File: src/rtl/msm_bucket_reduce_if.sv
// Curve point type shared by the bucket store, the adder and the reducer,
// plus the bus interface of the bucket-reduce block.
package msm_pkg;

    localparam int unsigned COORD_W = 16;

    // Prime modulus of the coordinate field used by the stand-in group law.
    localparam logic [COORD_W-1:0] FIELD_P = 16'hFFF1;

    typedef struct packed {
        logic               inf;
        logic [COORD_W-1:0] x;
        logic [COORD_W-1:0] y;
    } curve_point_t;

    localparam curve_point_t INF_POINT = '{inf: 1'b1, x: 16'h0000, y: 16'h0000};

endpackage

// Control handshake and bucket-store read port of the reducer.
interface msm_bucket_reduce_if #(
    parameter int unsigned WINDOW_BITS = 4
);

    logic                     start;
    logic                     bucket_rd_en;
    logic [WINDOW_BITS-1:0]   bucket_rd_addr;
    msm_pkg::curve_point_t    bucket_rd_data;
    logic                     busy;
    logic                     Done;
    msm_pkg::curve_point_t    R;

    modport master (
        input  start,
        input  bucket_rd_data,
        output bucket_rd_en,
        output bucket_rd_addr,
        output busy,
        output Done,
        output R
    );

    modport slave (
        output start,
        output bucket_rd_data,
        input  bucket_rd_en,
        input  bucket_rd_addr,
        input  busy,
        input  Done,
        input  R
    );

endinterface

File: src/rtl/msm_bucket_reduce.sv
// Pippenger window reduction: reads buckets B[2^c-1..1] and forms
// W = sum(j * B[j]) with the running-sum method and one point adder.

// Multi-cycle point adder. A one-cycle Reset samples the request; P and Q
// must stay stable until Done, which then holds with R until the next Reset.
module point_add
    import msm_pkg::*;
#(
    parameter int unsigned LATENCY = 4
) (
    input  logic         clk,
    input  logic         Reset,
    input  curve_point_t P,
    input  curve_point_t Q,
    output curve_point_t R,
    output logic         Done
);

    localparam int unsigned CNT_W = $clog2(LATENCY + 1);

    logic [CNT_W-1:0]   cnt;
    logic [COORD_W-1:0] x_c;
    logic [COORD_W-1:0] y_c;
    curve_point_t       sum_c;

    function automatic logic [COORD_W-1:0] mod_add(
        input logic [COORD_W-1:0] a,
        input logic [COORD_W-1:0] b
    );
        logic [COORD_W:0] s;
        s = {1'b0, a} + {1'b0, b};
        if (s >= {1'b0, FIELD_P}) begin
            s = s - {1'b0, FIELD_P};
        end
        return s[COORD_W-1:0];
    endfunction

    // Group law; a zero coordinate pair collapses to the canonical inf_point.
    always_comb begin
        x_c   = mod_add(P.x, Q.x);
        y_c   = mod_add(P.y, Q.y);
        sum_c = '{inf: 1'b0, x: x_c, y: y_c};
        if (P.inf) begin
            sum_c = Q;
        end else if (Q.inf) begin
            sum_c = P;
        end else if (x_c == '0 && y_c == '0) begin
            sum_c = INF_POINT;
        end
    end

    // Latency counter; the result is latched once and held with Done.
    always_ff @(posedge clk) begin
        if (Reset) begin
            cnt  <= CNT_W'(LATENCY - 1);
            Done <= 1'b0;
        end else if (!Done) begin
            if (cnt == '0) begin
                R    <= sum_c;
                Done <= 1'b1;
            end else begin
                cnt <= cnt - CNT_W'(1);
            end
        end
    end

endmodule

module msm_bucket_reduce
    import msm_pkg::*;
#(
    parameter int unsigned WINDOW_BITS = 4
) (
    input  logic                clk,
    input  logic                Reset,
    msm_bucket_reduce_if.master bus
);

    localparam int unsigned ADD_LATENCY = 4;
    localparam logic [WINDOW_BITS-1:0] J_TOP  = '1;
    localparam logic [WINDOW_BITS-1:0] J_LAST = WINDOW_BITS'(1);

    typedef enum logic [2:0] {
        IDLE,
        FETCH,
        LATCH,
        ADD_T,
        ACC_S,
        ADD_S,
        NEXT,
        DONE
    } state_t;

    state_t                 state_q,   state_d;
    logic [WINDOW_BITS-1:0] j_q,       j_d;
    curve_point_t           t_q,       t_d;
    curve_point_t           s_q,       s_d;
    curve_point_t           op_p_q,    op_p_d;
    curve_point_t           op_q_q,    op_q_d;
    logic                   add_rst_q, add_rst_d;
    logic                   rd_en_q,   rd_en_d;
    logic [WINDOW_BITS-1:0] rd_addr_q, rd_addr_d;
    logic                   busy_q,    busy_d;
    logic                   done_q,    done_d;
    curve_point_t           r_q,       r_d;

    curve_point_t           add_r;
    logic                   add_done;
    logic                   add_done_c;
    logic                   last_c;
    curve_point_t           bj_c;

    point_add #(
        .LATENCY (ADD_LATENCY)
    ) u_add (
        .clk   (clk),
        .Reset (add_rst_q),
        .P     (op_p_q),
        .Q     (op_q_q),
        .R     (add_r),
        .Done  (add_done)
    );

    // The adder still shows the previous result while its Reset is high.
    assign add_done_c = add_done && !add_rst_q;
    assign last_c     = (j_q == J_LAST);
    assign bj_c       = bus.bucket_rd_data;

    // Next-state and datapath decisions for the running-sum walk.
    always_comb begin
        state_d   = state_q;
        j_d       = j_q;
        t_d       = t_q;
        s_d       = s_q;
        op_p_d    = op_p_q;
        op_q_d    = op_q_q;
        add_rst_d = 1'b0;
        rd_en_d   = 1'b0;
        rd_addr_d = rd_addr_q;
        busy_d    = busy_q;
        done_d    = done_q;
        r_d       = r_q;

        case (state_q)
            IDLE: begin
                if (bus.start) begin
                    t_d       = INF_POINT;
                    s_d       = INF_POINT;
                    j_d       = J_TOP;
                    done_d    = 1'b0;
                    busy_d    = 1'b1;
                    rd_en_d   = 1'b1;
                    rd_addr_d = J_TOP;
                    state_d   = FETCH;
                end
            end

            FETCH: begin
                state_d = LATCH;
            end

            LATCH: begin
                if (bj_c == INF_POINT) begin
                    state_d = ACC_S;
                end else if (t_q == INF_POINT) begin
                    t_d     = bj_c;
                    state_d = ACC_S;
                end else begin
                    op_p_d    = t_q;
                    op_q_d    = bj_c;
                    add_rst_d = 1'b1;
                    state_d   = ADD_T;
                end
            end

            ADD_T: begin
                if (add_done_c) begin
                    t_d     = add_r;
                    state_d = ACC_S;
                end
            end

            ACC_S: begin
                if (t_q != INF_POINT && s_q != INF_POINT) begin
                    op_p_d    = s_q;
                    op_q_d    = t_q;
                    add_rst_d = 1'b1;
                    state_d   = ADD_S;
                end else begin
                    if (s_q == INF_POINT) begin
                        s_d = t_q;
                    end
                    // Bucket step finished: fetch the next bucket in the same cycle.
                    if (last_c) begin
                        state_d = NEXT;
                    end else begin
                        j_d       = j_q - J_LAST;
                        rd_en_d   = 1'b1;
                        rd_addr_d = j_q - J_LAST;
                        state_d   = FETCH;
                    end
                end
            end

            ADD_S: begin
                if (add_done_c) begin
                    s_d = add_r;
                    if (last_c) begin
                        state_d = NEXT;
                    end else begin
                        j_d       = j_q - J_LAST;
                        rd_en_d   = 1'b1;
                        rd_addr_d = j_q - J_LAST;
                        state_d   = FETCH;
                    end
                end
            end

            NEXT: begin
                r_d     = s_q;
                done_d  = 1'b1;
                busy_d  = 1'b0;
                state_d = DONE;
            end

            DONE: begin
                state_d = IDLE;
            end

            default: begin
                state_d = IDLE;
            end
        endcase
    end

    // State and output registers; Reset abandons any run in flight.
    always_ff @(posedge clk) begin
        if (Reset) begin
            state_q   <= IDLE;
            j_q       <= '0;
            t_q       <= INF_POINT;
            s_q       <= INF_POINT;
            op_p_q    <= INF_POINT;
            op_q_q    <= INF_POINT;
            add_rst_q <= 1'b0;
            rd_en_q   <= 1'b0;
            rd_addr_q <= '0;
            busy_q    <= 1'b0;
            done_q    <= 1'b0;
            r_q       <= INF_POINT;
        end else begin
            state_q   <= state_d;
            j_q       <= j_d;
            t_q       <= t_d;
            s_q       <= s_d;
            op_p_q    <= op_p_d;
            op_q_q    <= op_q_d;
            add_rst_q <= add_rst_d;
            rd_en_q   <= rd_en_d;
            rd_addr_q <= rd_addr_d;
            busy_q    <= busy_d;
            done_q    <= done_d;
            r_q       <= r_d;
        end
    end

    assign bus.bucket_rd_en   = rd_en_q;
    assign bus.bucket_rd_addr = rd_addr_q;
    assign bus.busy           = busy_q;
    assign bus.Done           = done_q;
    assign bus.R              = r_q;

endmodule

File: src/flat_wrapper.sv
// flat-port wrapper written by rule: the top's interface ports become plain ports
module msm_bucket_reduce_flat import msm_pkg::*;
#(
    parameter int unsigned WINDOW_BITS = 4
)
  (clk, Reset, bus_start, bus_bucket_rd_data, bus_bucket_rd_en, bus_bucket_rd_addr, bus_busy, bus_Done, bus_R);
  msm_bucket_reduce_if #(.WINDOW_BITS(WINDOW_BITS)) bus_i ();
  input  logic clk;
  input  logic Reset;
  input wire logic [$bits(bus_i.start)-1:0] bus_start;
  input wire logic [$bits(bus_i.bucket_rd_data)-1:0] bus_bucket_rd_data;
  output wire logic [$bits(bus_i.bucket_rd_en)-1:0] bus_bucket_rd_en;
  output wire logic [$bits(bus_i.bucket_rd_addr)-1:0] bus_bucket_rd_addr;
  output wire logic [$bits(bus_i.busy)-1:0] bus_busy;
  output wire logic [$bits(bus_i.Done)-1:0] bus_Done;
  output wire logic [$bits(bus_i.R)-1:0] bus_R;
  assign bus_i.start = bus_start;
  assign bus_i.bucket_rd_data = bus_bucket_rd_data;
  assign bus_bucket_rd_en = bus_i.bucket_rd_en;
  assign bus_bucket_rd_addr = bus_i.bucket_rd_addr;
  assign bus_busy = bus_i.busy;
  assign bus_Done = bus_i.Done;
  assign bus_R = bus_i.R;
  msm_bucket_reduce #(.WINDOW_BITS(WINDOW_BITS)) u_core (.clk(clk), .Reset(Reset), .bus(bus_i));
endmodule
File: config.mk
export PLATFORM = sky130hd
export DESIGN_NAME = msm_bucket_reduce_flat
export DESIGN_NICKNAME = d
export VERILOG_FILES = /design/src/rtl/msm_bucket_reduce_if.sv /design/src/rtl/msm_bucket_reduce.sv /design/src/flat_wrapper.sv
export SDC_FILE = /design/constraint.sdc
export NUM_CORES = 1
export LEC_CHECK = 0
export ABC_AREA = 0
export BUFFER_PORTS_ARGS = -buffer_cell sky130_fd_sc_hd__clkbuf_2
export CAP_MARGIN = 20
export CORE_ASPECT_RATIO = 1.2
export CORE_UTILIZATION = 56
export CTS_BUF_LIST = sky130_fd_sc_hd__clkbuf_8 sky130_fd_sc_hd__clkbuf_16
export CTS_CLUSTER_SIZE = 16
export DETAILED_ROUTE_END_ITERATION = 8
export GPL_ROUTABILITY_DRIVEN = 0
export HOLD_SLACK_MARGIN = 0.03
export PLACE_DENSITY = 0.77
export SYNTH_ARGS = -nofsm -noshare
export SYNTH_HDL_FRONTEND = slang
export SYNTH_SLANG_ARGS = --single-unit
File: constraint.sdc
create_clock -name clk -period 4.1 [get_ports clk]
set_input_delay 1.025 -clock clk [delete_from_list [all_inputs] [get_ports clk]]
set_output_delay 1.025 -clock clk [all_outputs]
set_load 0.01 [all_outputs]
==> results.tsv, run 1 <==
stage	metric	value	unit
floorplan	die height	167.9	um
setup_path	r2r setup slk	130	ps
yosys	Post-synth EDFFs	33	
worst_hold_path	hold-critical path depth	2	
power	sw frac	28.17	%
setup_path	Max stage delay cell, worst path	fa_1	
power	Power Density	364.1	nW/um^2
setup_path	reg2reg end	u_core.u_add.R[25]	
clock_network	Root Buffer	clkbuf_16	
routing	vias per std cell	6.611	
routing	violation count after the first detailed-routing iteration	1271	
worst_hold_path	worst hold path endpoint	u_core.bus.R[21]	
yosys	Syn. warnings	0	
routing	first drt pass iteration count	5	
clock_network	Clock Sinks	213	
power	sequential share of power	45.2	%
global_route	GRT Resource Usage Total	33.24	%
routing	Remaining DRCs	0	
layout	Syn-to-layout area delta	11.72	%
clock_network	Reg clk slew, reported paths	60	ps
yosys	main flop type after synthesis	dfxtp_1	
power	internal power	3.754	mW
placement	input/output buffers	75	
layout	final layout net count	1713	
setup_path	crit path kind	flop to flop	
sta	final hold violation count	0	
setup_path	worst r2r path cells	13	
setup_path	critical path required time	4390	ps
yosys	post-synthesis sequential area ratio	35.76	%
yosys	Netlist Area Pre-Place	12850	um^2
sta	Period minus WS final	3973	ps
setup_path	startpoint types	flop	
power	combinational share of power	14.9	%
sta	final period utilization	96.91	%
clock_network	Num CTS Buffers	23	
setup_path	WP data arrival	4260	ps
layout	ant diodes	0	
power	Worst VDD drop	407.3	uV
global_route	vias in the first global route	11762	
setup_path	crit-path max FO	6	
routing	wire per inst	20.73	um
sta	relative slew slack	42.90	%
setup_path	delay-heaviest family, CP	compound AO/OA/AOI/OAI gates	
yosys	Synth Register Bits	213	
clock_network	Skew-Pair Late Insertion Delay	520	ps
power	switching power	1.472	mW
setup_path	Buf+Inv Stages, Crit Path	1	
floorplan	Initial Utilization	57.24	%
clock_network	TritonCTS clock tree	built	
floorplan	row cnt	60	
clock_network	CTS Buffer Depth	3	
sta	fmax	251.7	MHz
layout	Final Core Density	63.94	%
floorplan	Die Outline Area	23550	um^2
worst_hold_path	worst min path class	flop to flop	
placement	Post-DP HPWL	27.88	mm
setup_path	critical path capture point type	flop	
yosys	synth unique cells	85	
global_route	first-pass GRT wire length	62.07	mm
job	Max Cap Violations	0	
yosys	Syn Area/Cell	7.930	um^2
yosys	Mapped Cells	1620	
global_route	gr ovfl total	0	
layout	share of post-route cells with drive strength above 1	12.05	%
setup_path	CP max stage delay	410	ps
sta	clk_skew	12.15	ps
yosys	Post-synth ARST share	0	%
global_route	initial antenna violation count	0	
sta	Worst Max-Slew Pin Slew	855.3	ps
sta	Final setup violation count	0	
floorplan	Core Area	22450	um^2
power	Leak	5.068	nW
sta	Slew Limit Fails	0	
setup_path	worst flop-to-flop path startpoint	u_core.op_q_q[16]	
power	Clock power frac	39.9	%
floorplan	width of the die	140.3	um
yosys	Syn Nets	1698	
run_status	status	complete, no violations	
worst_hold_path	hold wc startpoint	u_core.bus.R[21]	
routing	DRT Wirelength	40.01	mm
routing	antenna-violating nets left	0	
setup_path	crit-path cells	ha_2 -> inv_1 -> fa_1 -> nor2b_2 -> o31a_1 -> o21ai_2 -> a211oi_2 -> o311a_1 -> nand3b_1 -> a211oi_1 -> xor2_1 -> mux2i_1 -> o21ai_0	
routing	Via Count	12759	
global_route	largest net degree at the start of global routing	113	
sta	final setup TNS	0	ps
floorplan	IO Count	76	
clock_network	H-tree lvl count	1	
kinds of logic (layout without fill, tap and decap cells):
family	after synthesis	count (layout)	synth area share, %
simple gates	612	612	21.73
compound gates	490	490	25.26
flops	213	213	35.76
buf+inv	152	183	4.714
mux	66	66	5.201
xor+xnor	45	45	3.126
fa+ha+maj	42	42	4.207
cell usage in the layout (no fill, tap or decap), drive strengths merged, types with 48 or more instances in the layout:
master  synthesis  final
a211oi         48     48
nor2          193    193
dfxtp         180    180
nor3           51     51
a311oi         66     66
nand2         218    218
o21ai         139    139
mux2i          60     60
a21oi         121    121
clkbuf        111     98
per-stage QoR:
step	setup WS, ps	std cells	cell area (um^2)	hold slack, ps	power, mW
2_1_floorplan	328.5	1620	12850	452.9	2.905
3_3_place_gp	259.7	1886	13480	442.8	3.142
6_report	126.6	1930	14350	451.5	5.226
5_1_grt	-24.09	1930	14350	476.8	5.405
3_5_place_dp	159.5	1886	13480	448.1	3.158
4_1_cts	142.8	1927	14230	456.5	5.215
metal layers:
metal / global-route usage (%) / vias up / share of wire, %
met2: 55.26 / 611 / 47
met3: 3.896 / 173 / 7.2
met1: 39.41 / 6019 / 38
met5: 0 / - / 0
met4: 25.32 / 0 / 8.4
li1: - / 5956 / -
synth_stat cells (3+ instances only):
| cell type | n | area [um^2] |
|---|---|---|
| a21o_1 | 16 | 120.1 |
| a211oi_1 | 45 | 337.8 |
| o31ai_1 | 5 | 37.54 |
| buf_2 | 4 | 20.02 |
| nand2_1 | 218 | 818.3 |
| nand3b_1 | 8 | 60.06 |
| inv_1 | 28 | 105.1 |
| a21oi_1 | 120 | 600.6 |
| a211oi_2 | 3 | 37.54 |
| or2_2 | 4 | 25.02 |
| o2111ai_1 | 3 | 26.28 |
| clkbuf_1 | 110 | 412.9 |
| a31oi_1 | 3 | 18.77 |
| and4_1 | 6 | 52.55 |
| a221oi_1 | 4 | 35.03 |
| nand2b_1 | 17 | 106.4 |
| nor2b_1 | 12 | 75.07 |
| xnor2_1 | 28 | 245.2 |
| and3_1 | 8 | 50.05 |
| dfxtp_1 | 180 | 3603 |
| xor2_1 | 16 | 140.1 |
| or4_1 | 4 | 30.03 |
| o311a_1 | 3 | 30.03 |
| nor4_1 | 24 | 150.1 |
| a211o_1 | 6 | 52.55 |
| and3b_1 | 3 | 26.28 |
| or3_1 | 10 | 62.56 |
| a311oi_1 | 66 | 578.1 |
| nor3b_1 | 4 | 30.03 |
| o211ai_1 | 8 | 60.06 |
| nand3_1 | 20 | 100.1 |
| buf_1 | 3 | 11.26 |
| a22oi_1 | 34 | 255.2 |
| and2_1 | 8 | 50.05 |
| nor4b_1 | 6 | 52.55 |
| mux2i_1 | 60 | 600.6 |
| ha_1 | 40 | 500.5 |
| edfxtp_1 | 33 | 991.0 |
| mux2_2 | 6 | 67.56 |
| o21ai_0 | 136 | 680.7 |
| o21a_1 | 5 | 37.54 |
| nor2_1 | 193 | 724.4 |
| nor3_1 | 50 | 250.2 |
| nand4_1 | 9 | 56.30 |
power groups by stage:
| stage | Sequential, mW | Combinational [mW] | Clock (mW) |
|---|---|---|---|
| finish | 2.36 | 0.780 | 2.08 |
| floorplan | 2.34 | 0.560 | 0 |
| detailed placement | 2.40 | 0.756 | 0 |
| CTS | 2.36 | 0.764 | 2.09 |
| global placement | 2.40 | 0.742 | 0 |
| global route | 2.37 | 0.859 | 2.17 |
flip-flops by register name (all words and copies together) (netlist names):
| signal | cells |
|---|---|
| u_core.bus.R | 33 |
| u_core.op_p_q | 33 |
| u_core.op_q_q | 33 |
| u_core.s_q | 33 |
| u_core.t_q | 33 |
| u_core.u_add.R | 33 |
| u_core.bus.bucket_rd_addr | 4 |
| u_core.state_q | 3 |
| u_core.u_add.cnt | 3 |
| u_core.add_rst_q | 1 |
| u_core.bus.Done | 1 |
| u_core.bus.bucket_rd_en | 1 |
| u_core.bus.busy | 1 |
| u_core.u_add.Done | 1 |
worst min-delay path: stages (launching register included):
cell and delay (ps):
dfxtp_1 300, nand2_1 50, a21oi_1 50
layout make-up:
| type | count | area, um^2 |
|---|---|---|
| Clock buffer | 24 | 589.3 |
| Clock inverter | 17 | 158.9 |
| Fill cell | 1914 | 8094 |
| Inverter | 29 | 108.9 |
| Multi-Input combinational cell | 1255 | 7769 |
| Sequential cell | 213 | 4599 |
| Tap cell | 279 | 349.1 |
| Timing Repair Buffer | 113 | 778.2 |
worst max path at each step:
stage,depth (start not counted),endpoint,start,slack [ps]
after CTS,14,u_core.u_add.R[30],u_core.op_q_q[16],140
final,13,u_core.u_add.R[25],u_core.op_q_q[16],130
after floorplan,15,u_core.u_add.R[32],u_core.op_p_q[0],330
after global routing,14,u_core.u_add.R[32],u_core.op_q_q[16],-20
after detailed placement,12,u_core.u_add.R[30],u_core.op_q_q[19],160
after global placement,14,u_core.u_add.R[30],u_core.op_p_q[16],260
timing repair:
| item | 4_1_cts | 5_1_grt |
|---|---|---|
| gates resized for setup | 0 | 16 |
| hold buffers | 0 | 0 |
| setup buffers | 0 | 1 |
| setup endpoints to repair | 0 | 5 |
Note: power is estimated with default switching activity, not from simulation.
==> run 2, diff against run 1 <==
ABC_AREA = 1   (was 0)
==> run 2 against run 1 <==
Final cell count up 18%. Setup slack improved by 420 ps. Largest cell class unchanged. Design area fell by 0.65%. Sequential power is 25% higher. First-iteration DRC count rose by 32%. Via count grew 6.2%.
==> results.tsv, run 2 <==
stage	metric	value	unit	change
run_status	status	complete, no violations		unchanged
setup_path	WP data arrival	3810	ps	was 4260 ps
clock_network	CTS Buffer Depth	3		unchanged
setup_path	r2r setup slk	550	ps	was 130 ps
layout	ant diodes	0		unchanged
routing	Via Count	13547		was 12759
sta	final period utilization	86.71	%	was 96.91%
yosys	Syn Nets	2010		was 1698
yosys	Post-synth ARST share	0	%	unchanged
clock_network	Reg clk slew, reported paths	70	ps	was 60 ps
clock_network	Clock Sinks	213		unchanged
setup_path	critical path capture point type	flop		unchanged
layout	most frequent cells in the layout	nand2_1, inv_1, dfxtp_1, o21ai_0, nor2_1		was nand2_1, nor2_1, dfxtp_1, o21ai_0, a21oi_1
worst_hold_path	worst min path class	flop to flop		unchanged
clock_network	Post-CTS Hold Buffers	0		unchanged
sta	Fin Hold WS	458.9	ps	was 451.5 ps
power	Worst VDD drop	283.8	uV	was 407.3 uV
floorplan	die height	169.9	um	was 167.9 um
power	sequential share of power	39.3	%	was 45.2%
global_route	first-pass GRT wire length	61.89	mm	was 62.07 mm
yosys	synth unique cells	48		was 85
layout	Final Non-Filler Cells	2270		was 1930
setup_path	worst r2r path cells	23		was 13
floorplan	row cnt	61		was 60
floorplan	width of the die	141.9	um	was 140.3 um
yosys	Post-synth EDFFs	33		unchanged
sta	Slew Limit Fails	0		unchanged
power	internal power	4.420	mW	was 3.754 mW
yosys	area share of the leading cell type in the synthesized netlist	27.40	%	was 28.05%
setup_path	crit path kind	flop to flop		unchanged
layout	fill count	2171		was 1914
yosys	Synth area leaders	dfxtp_1, nand2_1, edfxtp_1		was dfxtp_1, edfxtp_1, nand2_1
power	combinational share of power	37.9	%	was 14.9%
routing	wire per inst	17.28	um	was 20.73 um
yosys	Synth top cells by count	nand2_1, inv_1, dfxtp_1		was nand2_1, nor2_1, dfxtp_1
sta	Final setup violation count	0		unchanged
yosys	Mapped Cells	1932		was 1620
power	Clock power frac	22.8	%	was 39.9%
yosys	Syn. warnings	0		unchanged
yosys	largest area contributor in the netlist	dfxtp_1		unchanged
power	Power Density	526.7	nW/um^2	was 364.1 nW/um^2
clock_network	postcts setup bufs	0		unchanged
sta	relative slew slack	31.82	%	was 42.90%
sta	clk_skew	9.893	ps	was 12.15 ps
global_route	initial antenna violation count	0		unchanged
global_route	vias in the first global route	11885		was 11762
global_route	gr ovfl total	0		unchanged
routing	DRT Wirelength	39.23	mm	was 40.01 mm
job	Max Cap Violations	0		unchanged
floorplan	Core Area	23130	um^2	was 22450 um^2
layout	share of post-route cells with drive strength above 1	10.43	%	was 12.05%
yosys	post-synthesis sequential area ratio	34.94	%	was 35.76%
yosys	most frequent cell after synthesis	nand2_1		unchanged
layout	final layout net count	2023		was 1713
setup_path	startpoint types	flop		unchanged
layout	Final Core Density	61.66	%	was 63.94%
placement	input/output buffers	75		unchanged
clock_network	TritonCTS clock tree	built		unchanged
yosys	Netlist Area Pre-Place	13150	um^2	was 12850 um^2
yosys	Syn Area/Cell	6.806	um^2	was 7.930 um^2
placement	Inst Count DP	2238		was 1886
layout	Syn-to-layout area delta	8.439	%	was 11.72%
yosys	main flop type after synthesis	dfxtp_1		unchanged
power	Leak	6.364	nW	was 5.068 nW
sta	final hold violation count	0		unchanged
routing	violation count after the first detailed-routing iteration	1678		was 1271
placement	Post-DP HPWL	28.41	mm	was 27.88 mm
setup_path	crit-path max FO	20		was 6
clock_network	Root Buffer	clkbuf_16		unchanged
global_route	largest net degree at the start of global routing	147		was 113
clock_network	post-cts resize count	0		unchanged
sta	final setup TNS	0	ps	unchanged
routing	first drt pass iteration count	7		was 5
power	sw frac	41.15	%	was 28.17%
routing	Remaining DRCs	0		unchanged
floorplan	IO Count	76		unchanged
yosys	Synth Register Bits	213		unchanged
sta	RSZ-0062 raised after global routing	false		
floorplan	Die Outline Area	24100	um^2	was 23550 um^2
routing	antenna-violating nets left	0		unchanged
sta	Period minus WS final	3555	ps	was 3973 ps
clock_network	Num CTS Buffers	19		was 23
clock_network	Skew-Pair Late Insertion Delay	500	ps	was 520 ps
worst_hold_path	hold-critical path depth	2		unchanged
layout	most common cell after layout, fill and taps aside	nand2_1		unchanged
sta	Worst Max-Slew Pin Slew	1023	ps	was 855.3 ps
setup_path	critical path required time	4350	ps	was 4390 ps
floorplan	Initial Utilization	56.86	%	was 57.24%
clock_network	H-tree lvl count	1		unchanged
global_route	GRT Resource Usage Total	32.03	%	was 33.24%
power	switching power	3.091	mW	was 1.472 mW
sta	fmax	281.3	MHz	was 251.7 MHz
routing	vias per std cell	5.968		was 6.611
[run 2: cell type report]
class	count	area [um^2]	share of cell area, %
Clock inverter	7	32.53	0.2281
Timing Repair Buffer	92	528.0	3.703
Inverter	270	1015	7.116
Clock buffer	24	544.3	3.817
Sequential cell	213	4596	32.23
Multi-Input combinational cell	1349	7151	50.14
Tap cell	315	394.1	2.764
[run 2: path summary, 6_finish.rpt]
path                           from                 end
setup / recovery  u_core.op_q_q[16]  u_core.u_add.R[32]
hold / removal     u_core.bus.R[32]    u_core.bus.R[32]
setup reg to reg  u_core.op_q_q[16]  u_core.u_add.R[32]
hold reg to reg    u_core.bus.R[32]    u_core.bus.R[32]
[run 2: power groups by stage]
stage	clock (mW)	combinational, mW	sequential, mW
global placement	0	2.68	2.97
finish	1.71	2.85	2.95
CTS	1.70	2.76	2.94
global route	1.79	3.15	2.98
floorplan	0	2.12	2.80
detailed placement	0	2.74	2.98
[run 2: per-stage QoR]
step / setup slack (ps) / power [mW] / cell area [um^2]
floorplan: 792.8 / 4.921 / 13150
CTS: 590.0 / 7.399 / 14240
global placement: 592.1 / 5.656 / 13660
detailed placement: 453.6 / 5.716 / 13660
finish: 545.1 / 7.511 / 14260
global route: 171.8 / 7.922 / 14260
[run 2: kinds of logic after synthesis]
| family | count (synthesis) | synth area share [%] |
|---|---|---|
| buffers and inverters | 370 | 10.88 |
| adder cells (fa/ha/maj) | 42 | 4.110 |
| AO/OA/AOI/OAI | 450 | 20.07 |
| flip-flops | 213 | 34.94 |
| AND/OR/NAND/NOR | 836 | 28.47 |
| XOR/XNOR | 21 | 1.541 |
[run 2: critical path, cell delays in order, from the launching register on]
cell and delay (ps):
dfxtp_1 380, ha_1 210, inv_1 60, fa_1 380, inv_1 130, nand2_1 60
nand2_1 50, nand3_1 80, nand2_1 120, nand2_1 60, nand2_1 160, inv_2 90
nand2_2 100, nor2_4 40, nand2_1 50, nor2_1 40, nand2_2 200, nand3_2 340
o21ai_0 390, nor2_1 100, nand3_1 90, nor2_1 50, nand3_1 60, nand2_1 50
[run 2: routing by layer]
metal | up-vias | wire (um) | GRT usage, %
li1 | 6513 | - | -
met1 | 6169 | 16710 | 44.16
met2 | 771 | 17520 | 51.55
met3 | 94 | 3717 | 3.827
met4 | 0 | 1276 | 11.50
met5 | - | 0 | 0
==> run 3, diff against run 2 <==
CORE_UTILIZATION = 40   (was 56)
PLACE_DENSITY = not set   (was 0.77)
PLACE_DENSITY_LB_ADDON = 0.3   (was not set)
RECOVER_POWER = 100   (was not set)
==> run 3 against run 2 <==
The run now ends with max-capacitance violations, max-slew violations left. Die area up 39%. Sequential share of layout area down 0.11 points. Final cell count up 4.3%. Utilization down 17 points. Register-to-register slack worse by 160 ps. Fmax down 4.4%. Routed wire length up 4.1%. Largest cell class unchanged.
==> results.tsv, run 3 (synthesis gave the netlist of run 2 again) <==
stage	metric	value	unit	change
sta	final hold violation count	0		unchanged
layout	Syn-to-layout area delta	8.810	%	was 8.439%
floorplan	IO Count	76		unchanged
floorplan	row cnt	72		was 61
clock_network	Clock Sinks	213		unchanged
setup_path	CP max stage delay	460	ps	was 390 ps
placement	Post-DP HPWL	30.68	mm	was 28.41 mm
layout	fin area	14310	um^2	was 14260 um^2
sta	RSZ-0062 raised after global routing	false		unchanged
layout	share of post-route cells with drive strength above 1	8.006	%	was 10.43%
routing	vias per std cell	5.533		was 5.968
power	Leak	6.231	nW	was 6.364 nW
routing	wire per inst	17.24	um	was 17.28 um
power	Worst VDD drop	250.7	uV	was 283.8 uV
sta	fmax	269.0	MHz	was 281.3 MHz
sta	relative slew slack	-29.06	%	was 31.82%
clock_network	Root Buffer	clkbuf_16		unchanged
setup_path	startpoint types	flop		unchanged
sta	Slew Limit Fails	87		was 0
setup_path	CP dominant cell by count	nand2_1		unchanged
placement	input/output buffers	75		unchanged
global_route	GRT Resource Usage Total	23.73	%	was 32.03%
power	Power Density	524.2	nW/um^2	was 526.7 nW/um^2
job	Max Cap Violations	2		was 0
routing	antenna-violating nets left	0		unchanged
setup_path	critical path required time	4350	ps	about the same
floorplan	die height	200.6	um	was 169.9 um
sta	Fin Hold WS	469.9	ps	was 458.9 ps
floorplan	Die Outline Area	33610	um^2	was 24100 um^2
sta	Period minus WS final	3718	ps	was 3555 ps
clock_network	H-tree lvl count	1		unchanged
floorplan	Core Area	32250	um^2	was 23130 um^2
routing	violation count after the first detailed-routing iteration	1196		was 1678
layout	Seq. cell area	4596	um^2	unchanged
setup_path	crit-path cells	ha_1 -> inv_1 -> fa_1 -> inv_1 -> nand2_1 -> nand2_1 -> nand3_1 -> nand2_1 -> nand2_1 -> nand2_1 -> inv_1 -> nand2_1 -> nor2_1 -> nand2_1 -> nor2_1 -> nand2_2 -> nand3_4 -> o21ai_0 -> nor2_1 -> nand3_1 -> nor2_1 -> nand3_1 -> nand2_1		was ha_1 -> inv_1 -> fa_1 -> inv_1 -> nand2_1 -> nand2_1 -> nand3_1 -> nand2_1 -> nand2_1 -> nand2_1 -> inv_2 -> nand2_2 -> nor2_4 -> nand2_1 -> nor2_1 -> nand2_2 -> nand3_2 -> o21ai_0 -> nor2_1 -> nand3_1 -> nor2_1 -> nand3_1 -> nand2_1
clock_network	postcts setup bufs	0		unchanged
setup_path	crit path kind	flop to flop		unchanged
global_route	largest net degree at the start of global routing	112		was 147
layout	final layout net count	2026		was 2023
setup_path	crit-path max FO	20		unchanged
worst_hold_path	worst min path class	flop to flop		unchanged
floorplan	Initial Utilization	40.77	%	was 56.86%
run_status	violated checks	max-capacitance violations, max-slew violations		
run_status	status	complete, but fails checks		was complete, no violations
layout	Final Non-Filler Cells	2368		was 2270
worst_hold_path	hold-critical path depth	2		unchanged
clock_network	Num CTS Buffers	19		unchanged
layout	multi-input logic area	7126	um^2	was 7151 um^2
global_route	vias in the first global route	12192		was 11885
floorplan	width of the die	167.5	um	was 141.9 um
setup_path	delay-heaviest family, CP	simple AND/OR/NAND/NOR gates		unchanged
routing	first drt pass iteration count	6		was 7
layout	Final Core Density	44.37	%	was 61.66%
layout	ant diodes	0		unchanged
setup_path	worst r2r path cells	23		unchanged
routing	Remaining DRCs	0		unchanged
sta	Final setup violation count	0		unchanged
setup_path	Buf+Inv Stages, Crit Path	3		unchanged
setup_path	number of cells on the critical path	23		unchanged
routing	Via Count	13101		was 13547
sta	final setup TNS	0	ps	unchanged
setup_path	critical path capture point type	flop		unchanged
placement	Inst Count DP	2334		was 2238
placement	dpl ws	259.4	ps	was 453.6 ps
global_route	first-pass GRT wire length	64.69	mm	was 61.89 mm
clock_network	CTS Buffer Depth	3		unchanged
sta	clk_skew	22.78	ps	was 9.893 ps
sta	final period utilization	90.69	%	was 86.71%
sta	Worst Max-Slew Pin Slew	1936	ps	was 1023 ps
placement	Post-DP Area	13810	um^2	was 13660 um^2
clock_network	Skew-Pair Late Insertion Delay	500	ps	about the same
setup_path	WP data arrival	3960	ps	was 3810 ps
layout	fill count	3336		was 2171
clock_network	Reg clk slew, reported paths	70	ps	about the same
power	Tot Pwr	7.501	mW	was 7.511 mW
layout	most common cell after layout, fill and taps aside	nand2_1		unchanged
setup_path	Max stage delay cell, worst path	o21ai_0		unchanged
layout	most frequent cells in the layout	nand2_1, inv_1, dfxtp_1, o21ai_0, nor2_1		unchanged
global_route	initial antenna violation count	0		unchanged
clock_network	TritonCTS clock tree	built		unchanged
sta	Setup WS post-layout	381.9	ps	was 545.1 ps
routing	DRT Wirelength	40.83	mm	was 39.23 mm
global_route	gr ovfl total	0		unchanged
## run 3: changes by cell type in the layout (fill, tap and decap cells not counted), moves of 3 or more
cell / delta
clkbuf_1: +44
clkbuf_2: -39
o21ai_0: +21
o21ai_1: -21
clkbuf_8: -3
clkinv_2: +3
nor2_1: +3
## run 3: layout make-up
| cell class | instances | share of cell area [%] |
|---|---|---|
| Multi-Input combinational cell | 1349 | 49.80 |
| Sequential cell | 213 | 32.12 |
| Inverter | 270 | 7.092 |
| Tap cell | 407 | 3.559 |
| Clock buffer | 21 | 3.515 |
| Timing Repair Buffer | 95 | 3.288 |
| Clock inverter | 13 | 0.6296 |
## run 3: worst register-to-register path: cells and delay by family, from the launching register on
family | cells | cell delay, ps
AOI/OAI and AO/OA | 1 | 460
buffers and inverters | 3 | 330
DFF | 1 | 370
adders and majority gates | 2 | 590
and+or+nand+nor | 17 | 1710
## run 3: worst paths after layout
check                      startpoint                  end  slack, ps
hold / removal    u_core.u_add.cnt[2]  u_core.u_add.cnt[2]        470
hold reg to reg   u_core.u_add.cnt[2]  u_core.u_add.cnt[2]        470
setup reg to reg    u_core.op_q_q[16]   u_core.u_add.R[32]        380
setup / recovery    u_core.op_q_q[16]   u_core.u_add.R[32]        380
## run 3: power by group
group / internal, mW / switching [mW] / total [mW] / leakage [nW]
combinational: 0.929 / 1.90 / 2.83 / 4.14
clock: 0.951 / 0.792 / 1.74 / 0.318
sequential: 2.54 / 0.384 / 2.93 / 1.78
## run 3: routing by layer
layer  share of wire, %  vias up  global-route usage (%)
met3                7.8       84                   2.997
met2                 44      554                   37.84
met5                  0        -                       0
met1                 44     5952                   32.20
met4                4.2        0                   10.06
li1                   -     6511                       -
## run 3: timing repair
action,in CTS,in global routing
gates resized for setup,0,1
hold buffers,0,0
endpoints found under the setup margin,0,1
